==> src/rtl/rd_side_ctrl.sv <==
`default_nettype none
// ============================================================================
// rd_side_ctrl : async-FIFO read-domain controller with a 2-entry prefetch
//                buffer (head + skid) feeding a valid/ready consumer port.
// Revision     : 1.0
// ============================================================================
module rd_side_ctrl #(
    parameter int ADDRSIZE = 4,
    parameter int DATASIZE = 8
) (
    input  logic                rclk,
    input  logic                rst,
    input  logic [ADDRSIZE:0]   rq2_wptr,
    output logic [ADDRSIZE:0]   rptr,
    output logic [ADDRSIZE-1:0] raddr,
    output logic                ren,
    input  logic [DATASIZE-1:0] mem_rdata,
    output logic                rempty,
    output logic [ADDRSIZE:0]   rcount,
    output logic [DATASIZE-1:0] dout,
    output logic                dout_valid,
    input  logic                dout_ready
);

    localparam int PW = ADDRSIZE + 1;

    function automatic logic [PW-1:0] gray2bin(input logic [PW-1:0] g);
        logic [PW-1:0] b;
        b[PW-1] = g[PW-1];
        for (int i = PW - 2; i >= 0; i--) begin
            b[i] = b[i+1] ^ g[i];
        end
        return b;
    endfunction

    logic [PW-1:0]       rbin;
    logic [PW-1:0]       rbin_next;
    logic [PW-1:0]       rgray_next;
    logic [PW-1:0]       wbin_sync;
    logic [1:0]          occ;
    logic [1:0]          occ_next;
    logic [1:0]          arr_slot;
    logic [2:0]          fill;
    logic                inflt;
    logic                pop;
    logic [DATASIZE-1:0] head;
    logic [DATASIZE-1:0] skid;

    // Buffer demand after this cycle: what is held plus what is landing,
    // minus what the consumer takes. A read is issued only if room remains.
    always_comb begin
        pop        = dout_valid & dout_ready;
        fill       = {1'b0, occ} + {2'b00, inflt} - {2'b00, pop};
        ren        = ~rempty & (fill < 3'd2);
        occ_next   = fill[1:0];
        arr_slot   = occ - {1'b0, pop};
        rbin_next  = rbin + {{ADDRSIZE{1'b0}}, ren};
        rgray_next = (rbin_next >> 1) ^ rbin_next;
        wbin_sync  = gray2bin(rq2_wptr);
    end

    assign raddr      = rbin[ADDRSIZE-1:0];
    assign dout       = head;
    assign dout_valid = (occ != 2'd0);

    always_ff @(posedge rclk or negedge rst) begin
        if (!rst) begin
            rbin   <= '0;
            rptr   <= '0;
            rempty <= 1'b1;
            rcount <= '0;
        end else begin
            rbin   <= rbin_next;
            rptr   <= rgray_next;
            rempty <= (rgray_next == rq2_wptr);
            rcount <= wbin_sync - rbin_next;
        end
    end

    always_ff @(posedge rclk or negedge rst) begin
        if (!rst) begin
            inflt <= 1'b0;
            occ   <= 2'd0;
        end else begin
            inflt <= ren;
            occ   <= occ_next;
        end
    end

    // Pop shifts skid into head; an arriving word lands in the first free
    // slot after that shift, so order is preserved on simultaneous events.
    always_ff @(posedge rclk or negedge rst) begin
        if (!rst) begin
            head <= '0;
            skid <= '0;
        end else begin
            if (pop && (occ == 2'd2)) begin
                head <= skid;
            end
            if (inflt) begin
                if (arr_slot == 2'd0) begin
                    head <= mem_rdata;
                end else begin
                    skid <= mem_rdata;
                end
            end
        end
    end

endmodule
`default_nettype wire

==> config.mk <==
export PLATFORM = sky130hd
export DESIGN_NAME = rd_side_ctrl
export DESIGN_NICKNAME = d
export VERILOG_FILES = /design/src/rtl/rd_side_ctrl.sv
export SDC_FILE = /design/constraint.sdc
export NUM_CORES = 1
export LEC_CHECK = 0
export ABC_CLOCK_PERIOD_IN_PS = 3900
export CELL_PAD_IN_SITES_DETAIL_PLACEMENT = 0
export CELL_PAD_IN_SITES_GLOBAL_PLACEMENT = 2
export CORE_ASPECT_RATIO = 1.1
export CORE_MARGIN = 1
export CORE_UTILIZATION = 32
export DETAILED_ROUTE_END_ITERATION = 8
export GPL_ROUTABILITY_DRIVEN = 0
export PLACE_DENSITY = 0.87
export SLEW_MARGIN = 20
export SYNTH_ARGS = -nofsm -noshare
export SYNTH_HDL_FRONTEND = slang
export SYNTH_SLANG_ARGS = --single-unit
==> constraint.sdc <==
create_clock -name rclk -period 3.9 [get_ports rclk]
set_input_delay 0.585 -clock rclk [delete_from_list [all_inputs] [get_ports rclk]]
set_output_delay 0.585 -clock rclk [all_outputs]
set_load 0.03 [all_outputs]
# [Yosys cells after proc, flatten, opt, wreduce, memory -nomap -nowiden]
# Index checks and enable logic that the tools add are counted.
[op_classes] addsub=5 reduce_logical=4 order_cmp=1 div=0 n_shift=0 mux=3 mul=0 n_eq_ne=2 bitwise_logic=9
[ops] cell="two-way mux 8 bit" count=3
[ops] cell="adder 5 x 1 -> 5 bit" count=1
[ops] cell="equality test 5 bit" count=1
[ops] cell="subtractor 5 bit" count=1
[ops] cell="XOR 4 x 5 -> 5 bit" count=1
[ops] cell="XOR 1 bit" count=4
[ops] cell="adder 2 x 1 -> 3 bit" count=1
[ops] cell="< comparator 3 x 2 -> 1 bit (second input constant)" count=1
[ops] cell="subtractor 3 x 1 -> 3 bit" count=1
[ops] cell="bitwise AND 1 bit" count=2
[ops] cell="equality test 2 bit (second input constant)" count=1
[ops] cell="logical NOT 2 bit" count=1
[ops] cell="NOT 1 bit" count=2
[ops] cell="AND reduction 2 bit" count=1
[ops] cell="nonzero test 2 bit" count=1
[ops] cell="subtractor 2 x 1 -> 2 bit" count=1
[ops] cell="logical AND 1 bit" count=1
[word_totals] latchBits=0 out_inout_bits=25 rom_bits=0 mem_count=0 elab_cells=32 in_bits=16 reg_bits=35 ram_bits=0

# [Depth between registers and ports, before layout]
# Gate-level depths: netlist of the first run.
[logic_depth] ltp_word=8 ltp_mapped=16 mapped_depth_nobuf=16

# [Least setup slack after synthesis of the first run]
# No wires, ideal clock.
[synth_path] kind="register to register" startpoint="register occ[1]" endpoint="register rcount[4]" setup_slack_ns=-0.507 synth_period_minus_slack_ns=4.407 arrival_time_ns=4.328 path_buffers=0 required_time_ns=3.821 setup_time_ns=0.079 path_stages_with_launch=16 path_cell_list="dfrtp_1 or2_2 nand2_1 xnor2_1 ha_1 inv_1 fa_1 inv_1 nor3_1 ha_1 ha_1 inv_1 fa_1 maj3_1 a21oi_1 xor2_1"
[synth_between] elab_chain_cells=7 word_cells_on_any_way=8 cone_classes="add/sub (4); order compare (1); bitwise (2); reduce/logical (1)"
[synth_rtl] item="start, declared" line_no="40" rtl="logic [1:0] occ;"
[synth_rtl] item="start signal, assigned" line_no="86" rtl="occ <= occ_next;"
[synth_rtl] item="nonzero test 2 bit" line_no="64" rtl="assign dout_valid = (occ != 2'd0);"
[synth_rtl] item="via dout_valid" line_no="21" rtl="output logic dout_valid,"
[synth_rtl] item="bitwise AND 1 bit" line_no="52" rtl="pop = dout_valid & dout_ready;"
[synth_rtl] item="subtractor 3 x 1 -> 3 bit" line_no="53" rtl="fill = {1'b0, occ} + {2'b00, inflt} - {2'b00, pop};"
[synth_rtl] item="via fill[1]" line_no="43" rtl="logic [2:0] fill;"
[synth_rtl] item="< comparator 3 x 2 -> 1 bit" line_no="54" rtl="ren = ~rempty & (fill < 3'd2);"
[synth_rtl] item="bitwise AND 1 bit" line_no="54"
[synth_rtl] item="via ren" line_no="16" rtl="output logic ren,"
[synth_rtl] item="adder 5 x 1 -> 5 bit" line_no="57" rtl="rbin_next = rbin + {{ADDRSIZE{1'b0}}, ren};"
[synth_rtl] item="via rbin_next[1]" line_no="37" rtl="logic [PW-1:0] rbin_next;"
[synth_rtl] item="subtractor 5 bit" line_no="76" rtl="rcount <= wbin_sync - rbin_next;"
[synth_rtl] item="end signal, assigned" line_no="76"
[synth_rtl] item="end, declared" line_no="19" rtl="output logic [ADDRSIZE:0] rcount,"
# The timed path passes the listed nets, and every way through them passes these cells.
# A chain may end at the register's enable or synchronous reset.

# [Final worst setup path of the first run]
[layout_path] startpoint="input dout_ready" endpoint="register rcount[4]"
[layout_between] elab_chain_cells=6
[layout_rtl] item="start, declared" line_no="22" rtl="input logic dout_ready"
[layout_rtl] item="bitwise AND 1 bit" line_no="52"
[layout_rtl] item="subtractor 3 x 1 -> 3 bit" line_no="53"
[layout_rtl] item="< comparator 3 x 2 -> 1 bit" line_no="54"
[layout_rtl] item="bitwise AND 1 bit" line_no="54"
[layout_rtl] item="adder 5 x 1 -> 5 bit" line_no="57"
[layout_rtl] item="via rbin_next[1]" line_no="37"
[layout_rtl] item="subtractor 5 bit" line_no="76"
# The timed path passes the listed nets, and every way through them passes these cells.

==> results of run 1 <==
## per-stage QoR
stage               worst slack [ps]  std cells
global route                   39.01        247
floorplan                      41.96        131
detailed placement            -106.9        239
finish                         197.2        247
global placement             -0.1457        239
CTS                            184.7        247
## registers in the layout, indices dropped and copies added, names as in the netlist
name and flops:
skid 8, rempty 1, rbin 5, occ 2, inflt 1, rptr 4
rcount 5, dout 8
## final cells by class
| type | count | area share (%) |
|---|---|---|
| Multi-Input combinational cell | 89 | 34.39 |
| Sequential cell | 34 | 36.59 |
| Tap cell | 58 | 3.117 |
| Timing Repair Buffer | 52 | 21.06 |
| Inverter | 6 | 0.9672 |
| Clock buffer | 8 | 3.869 |
## critical path: cells and delay by family
kind            cells  cell delay, ps
compound gates      1             180
fa+ha+maj           6            1840
simple gates        2             150
xor+xnor            3             570
buf+inv             3             600
## path summary, 6_finish.rpt
check / slack [ps] / to / depth (start not counted)
setup / recovery: 200 / rcount[4] / 15
hold / removal: 510 / skid[0] / 1
setup reg to reg: 230 / rcount[4] / 15
hold reg to reg: 510 / skid[0] / 1
max in group asynchronous: 2850 / rempty / 2
min in group asynchronous: 710 / dout[2] / 2
## routing by layer
metal | share of wire [%] | up-vias | wire [µm] | global-route usage (%)
met2 | 50 | 37 | 1749 | 24.37
met5 | 0 | - | 0 | 0
met1 | 42 | 556 | 1487 | 16.83
met4 | 1.3 | 0 | 45 | 4.800
li1 | - | 556 | - | -
met3 | 6.6 | 7 | 232 | 4.286
## cells by family after synthesis
family	share of synthesized area, %
AO/OA/AOI/OAI	4.901
XOR/XNOR	14.78
adder cells (fa/ha/maj)	8.145
buffers and inverters	1.809
flip-flops	51.36
multiplexers	10.26
AND/OR/NAND/NOR	8.749
## cells in the mapped netlist (2+ instances only)
master    instances
mux2_2            8
nand3_1           2
fa_1              2
nand2_1          12
nand2b_1          2
mux2i_1           8
o21ai_0           8
and2_1            2
xor3_1            3
dfrtp_1          33
ha_1              6
xor2_1           10
inv_1             6
xnor2_1           8
maj3_1            2
## what timing repair did
| action | in CTS | in global routing |
|---|---|---|
| resized for setup | 0 | 1 |
| setup endpoints to repair | 0 | 1 |
| endpoints found under the hold margin | 0 | 0 |
| buffers inserted | 0 | 0 |
==> flow_summary.ini, run 1 <==
[drt]
drt_iter0_markers = 52
drc = 8
via_count = 1156
postRouteAntennaNets = 0
routed_wl_mm = 3.515
first_pass_iters = 6
wl_per_cell_um = 14.23
vias_per_cell = 4.680

[critical_path]
cp-startpoint = dout_ready
cp_cell_sequence = clkdlybuf4s50_1 -> nand2_1 -> xnor2_1 -> ha_1 -> inv_1 -> fa_1 -> xor2_1 -> nor3_4 -> ha_2 -> ha_1 -> inv_1 -> fa_1 -> maj3_1 -> a21oi_1 -> xor2_1
required_ps = 4110
crit_path_max_fanout = 2
slowest_stage = clkdlybuf4s50_1
r2r-start = occ[1]
cp-start-kind = input port
arrival_ps = 3910
end_kind = register
slowest_delay_ps = 480
critPathKind = in -> reg

[global_route]
grt_pass1_vias = 1299
grt_antenna_before_repair = 0
overflow = 0
grtUsageTotal_pct = 14.17
grt_pass1_wl_mm = 5.934
grt_max_degree = 35

[clock_network]
cts_tree = yes
cts_sinks = 34
htreeDepth = 2
clkTransAtPathRegs_ps = 70
worstSkewPairLatency_ps = 290
cts_root_buffer = clkbuf_8
max-clock-path-buffers = 2
hold_buffers = 0
cts_buffers = 5

[sta]
worst_slew_pin_slew_ps = 734.6
rsz0062_at_grt = no
final_max_slew_viol_count = 0
final.min_clock_period_ps = 3703
period_share_pct = 94.94
setup_violations = 0
relSlewSlack_pct = 50.70
max_freq_mhz = 270.1
hold_slack_ps = 510.2
fin_tns_setup_ps = 0
hold_viol = 0
finalClockSkew_ps = 6.261

[yosys]
ys_types = 34
synth_area_leaders = dfrtp_1, mux2_2, xor2_1
synth_edf_count = 0
netlist_area_mm2 = 0.001659
ys_ff_latch = 34
postSynthAreaPerCell_um2 = 12.66
async_flop_share_pct = 100.0
synth.net_count = 155
synth_seq_area_share_pct = 51.36
synth_top_area_share_pct = 49.77
yosysWarnings = 0
synth_ff_type = dfrtp_1
yosysTopAreaCell = dfrtp_1
postSynthCellCount = 131

[placed_design]
place_area_mm2 = 0.002231
dpl.hpwl_mm = 2.569
io_buffers = 40

[floorplan]
rows = 27
die_h_um = 77.52
fp.dieW_um = 70.66
io_pins = 41
dieArea_mm2 = 0.005477
core_mm2 = 0.005000
initial_core_util_pct = 33.18

[finish]
fin_util_pct = 46.57
multi_input_area_um2 = 800.8
syn_to_final_growth_pct = 40.35
layout_commonest_cell = clkdlybuf4s50_1
seqCellArea_um2 = 852.1
final_cell_mix = clkdlybuf4s50_1, dfrtp_1, nand2_1, buf_4, xor2_1
final_nets = 212
antenna_cells = 0
nFillCells = 472
layout-drive-gt1-share_pct = 17.46
final_area_mm2 = 0.002328

[run_status]
status = complete, but fails checks
violations = design-rule violations

[hold_path]
hp-start = skid[0]
min_path_type = reg -> reg

[run]
drv_cap = 0
Power of run 1 is not shown: default switching activity piles up to over one toggle a cycle in this logic, so the estimate is an artifact.
==> inputs of run 2 (changes only) <==
--- a/config.mk
+++ b/config.mk
@@ -12,7 +12,6 @@
 export CORE_MARGIN = 1
 export CORE_UTILIZATION = 32
 export DETAILED_ROUTE_END_ITERATION = 8
-export GPL_ROUTABILITY_DRIVEN = 0
 export PLACE_DENSITY = 0.87
 export SLEW_MARGIN = 20
 export SYNTH_ARGS = -nofsm -noshare
==> results of run 2 <==
The final DEF is identical to that of run 1; final timing and power are the same.
Power of run 2 is left out for the same reason.
==> inputs of run 3 (changes only) <==
--- a/config.mk
+++ b/config.mk
@@ -12,7 +12,7 @@
 export CORE_MARGIN = 1
 export CORE_UTILIZATION = 32
 export DETAILED_ROUTE_END_ITERATION = 8
-export PLACE_DENSITY = 0.87
+export PLACE_DENSITY = 0.79
 export SLEW_MARGIN = 20
 export SYNTH_ARGS = -nofsm -noshare
 export SYNTH_HDL_FRONTEND = slang
==> run 3 against run 2 <==
- the run still ends with design-rule violations left
- die area stayed put
- worst hold slack better by 2.9 ps
- cell count unchanged
- sequential cell count is the same
- first-iteration DRC count increased by 42%
- sequential share of layout area decreased by 0.079 points
- setup slack better by 2.4 ps
- clock skew about the same
- clock-buffer cell count decreased by 2
- register-to-register slack improved by 50 ps
- final area increased by 0.22%
- critical endpoint is now ren
- largest cell class unchanged
==> flow_summary.ini, run 3 (synthesized netlist as in run 1, its figures left out) <==
[clock_network]
max-clock-path-buffers = 2
cts_tree = yes
cts_setup_buffers = 0
htreeDepth = 2
cts_root_buffer = clkbuf_8
worstSkewPairLatency_ps = 290
cts_buffers = 5
cts_sinks = 34
clkTransAtPathRegs_ps = 70

[sta]
max_freq_mhz = 270.2
worst_slew_pin_slew_ps = 772.5
final_max_slew_viol_count = 0
rsz0062_at_grt = no
setup_violations = 0
period_share_pct = 94.88
finalClockSkew_ps = 6.384
relSlewSlack_pct = 48.16
final.min_clock_period_ps = 3700
hold_viol = 0

[global_route]
grt_pass1_wl_mm = 5.954
grtUsageTotal_pct = 14.46
grt_pass1_vias = 1281
grt_max_degree = 35
overflow = 0
grt_antenna_before_repair = 0

[critical_path]
cp-start-kind = input port
end_kind = output port
r2r-end = rcount[4]
cp_top_family = buffers and inverters
required_ps = 3310
crit_path_max_fanout = 2
crit_top_cell = clkdlybuf4s50_1
cp_cell_sequence = clkdlybuf4s50_1 -> nand2_1 -> xnor2_1 -> ha_1 -> inv_1 -> fa_1 -> xor2_2 -> nor3_4 -> buf_4 -> clkdlybuf4s50_1
critPathKind = in -> out
path_buf_inv = 4
reg2reg_depth = 15
r2r-start = occ[1]
r2r_setup_slack_ps = 280
slowest_delay_ps = 660
slowest_stage = clkdlybuf4s50_1
arrival_ps = 3120

[finish]
final_cell_mix = clkdlybuf4s50_1, dfrtp_1, nand2_1, buf_4, xor2_1
syn_to_final_growth_pct = 40.65
layout_commonest_cell = clkdlybuf4s50_1
final_cells = 247
final_nets = 212
antenna_cells = 0
layout-drive-gt1-share_pct = 18.52
nFillCells = 475

[placed_design]
dpl.hpwl_mm = 2.576
place_congestion = 0.8216
io_buffers = 40
dp.cells = 239

[drt]
drc = 10
drt_iter0_markers = 74
first_pass_iters = 6
postRouteAntennaNets = 0
via_count = 1163
vias_per_cell = 4.709
routed_wl_mm = 3.431
wl_per_cell_um = 13.89

[run_status]
status = complete, but fails checks
violations = design-rule violations

[run]
drv_cap = 0

[floorplan]
fp.dieW_um = 70.66
initial_core_util_pct = 33.18
dieArea_mm2 = 0.005477
die_h_um = 77.52
io_pins = 41
core_mm2 = 0.005000
rows = 27

[hold_path]
whs_endpoint = skid[7]
hp-start = skid[7]
min_path_type = reg -> reg
whs_path_depth = 1
-- run 3: how the worst max path moves through the flow --
stage               startpoint         to  cells past startpoint
CTS                 dout_ready  rcount[4]                     15
floorplan               occ[1]  rcount[4]                     15
detailed placement  dout_ready  rcount[4]                     15
finish              dout_ready        ren                     10
global placement    dout_ready     rempty                     14
global route        dout_ready     rempty                     14
-- run 3: stage by stage --
step                setup slack [ps]  util, %  cell area, µm²  hold WS [ps]  setup TNS, ps
finish                         199.6    46.67            2333         513.1              0
global route                   20.45    46.67            2333         524.7              0
detailed placement            -106.5    44.62            2231         495.8         -192.7
floorplan                      41.96        -            1675         289.4              0
global placement              -4.878    44.62            2231         485.8         -8.304
CTS                            166.3    46.52            2326         515.2              0
-- run 3: timing repair --
| item | CTS | global route |
|---|---|---|
| hold buffers | 0 | 0 |
| gates resized for setup | 0 | 1 |
| setup endpoints to repair | 0 | 1 |
-- run 3: area by class of cell --
type,count,area (µm²),area share [%]
tap,58,72.57,3.110
multi-input combinational,89,800.8,34.32
sequential,34,852.1,36.51
clock buffer,6,82.58,3.539
timing repair buffer,52,490.5,21.02
clock inverter,2,12.51,0.5362
inverter,6,22.52,0.9651
-- run 3: metal layers --
layer / vias to the layer above / GRT usage [%] / part of all wire, %
li1: 553 / - / -
met1: 566 / 16.19 / 41
met2: 38 / 24.76 / 50
met3: 6 / 5.325 / 7.0
met4: 0 / 6.000 / 1.5
met5: - / 0 / 0
Power of run 3 is left out for the same reason.
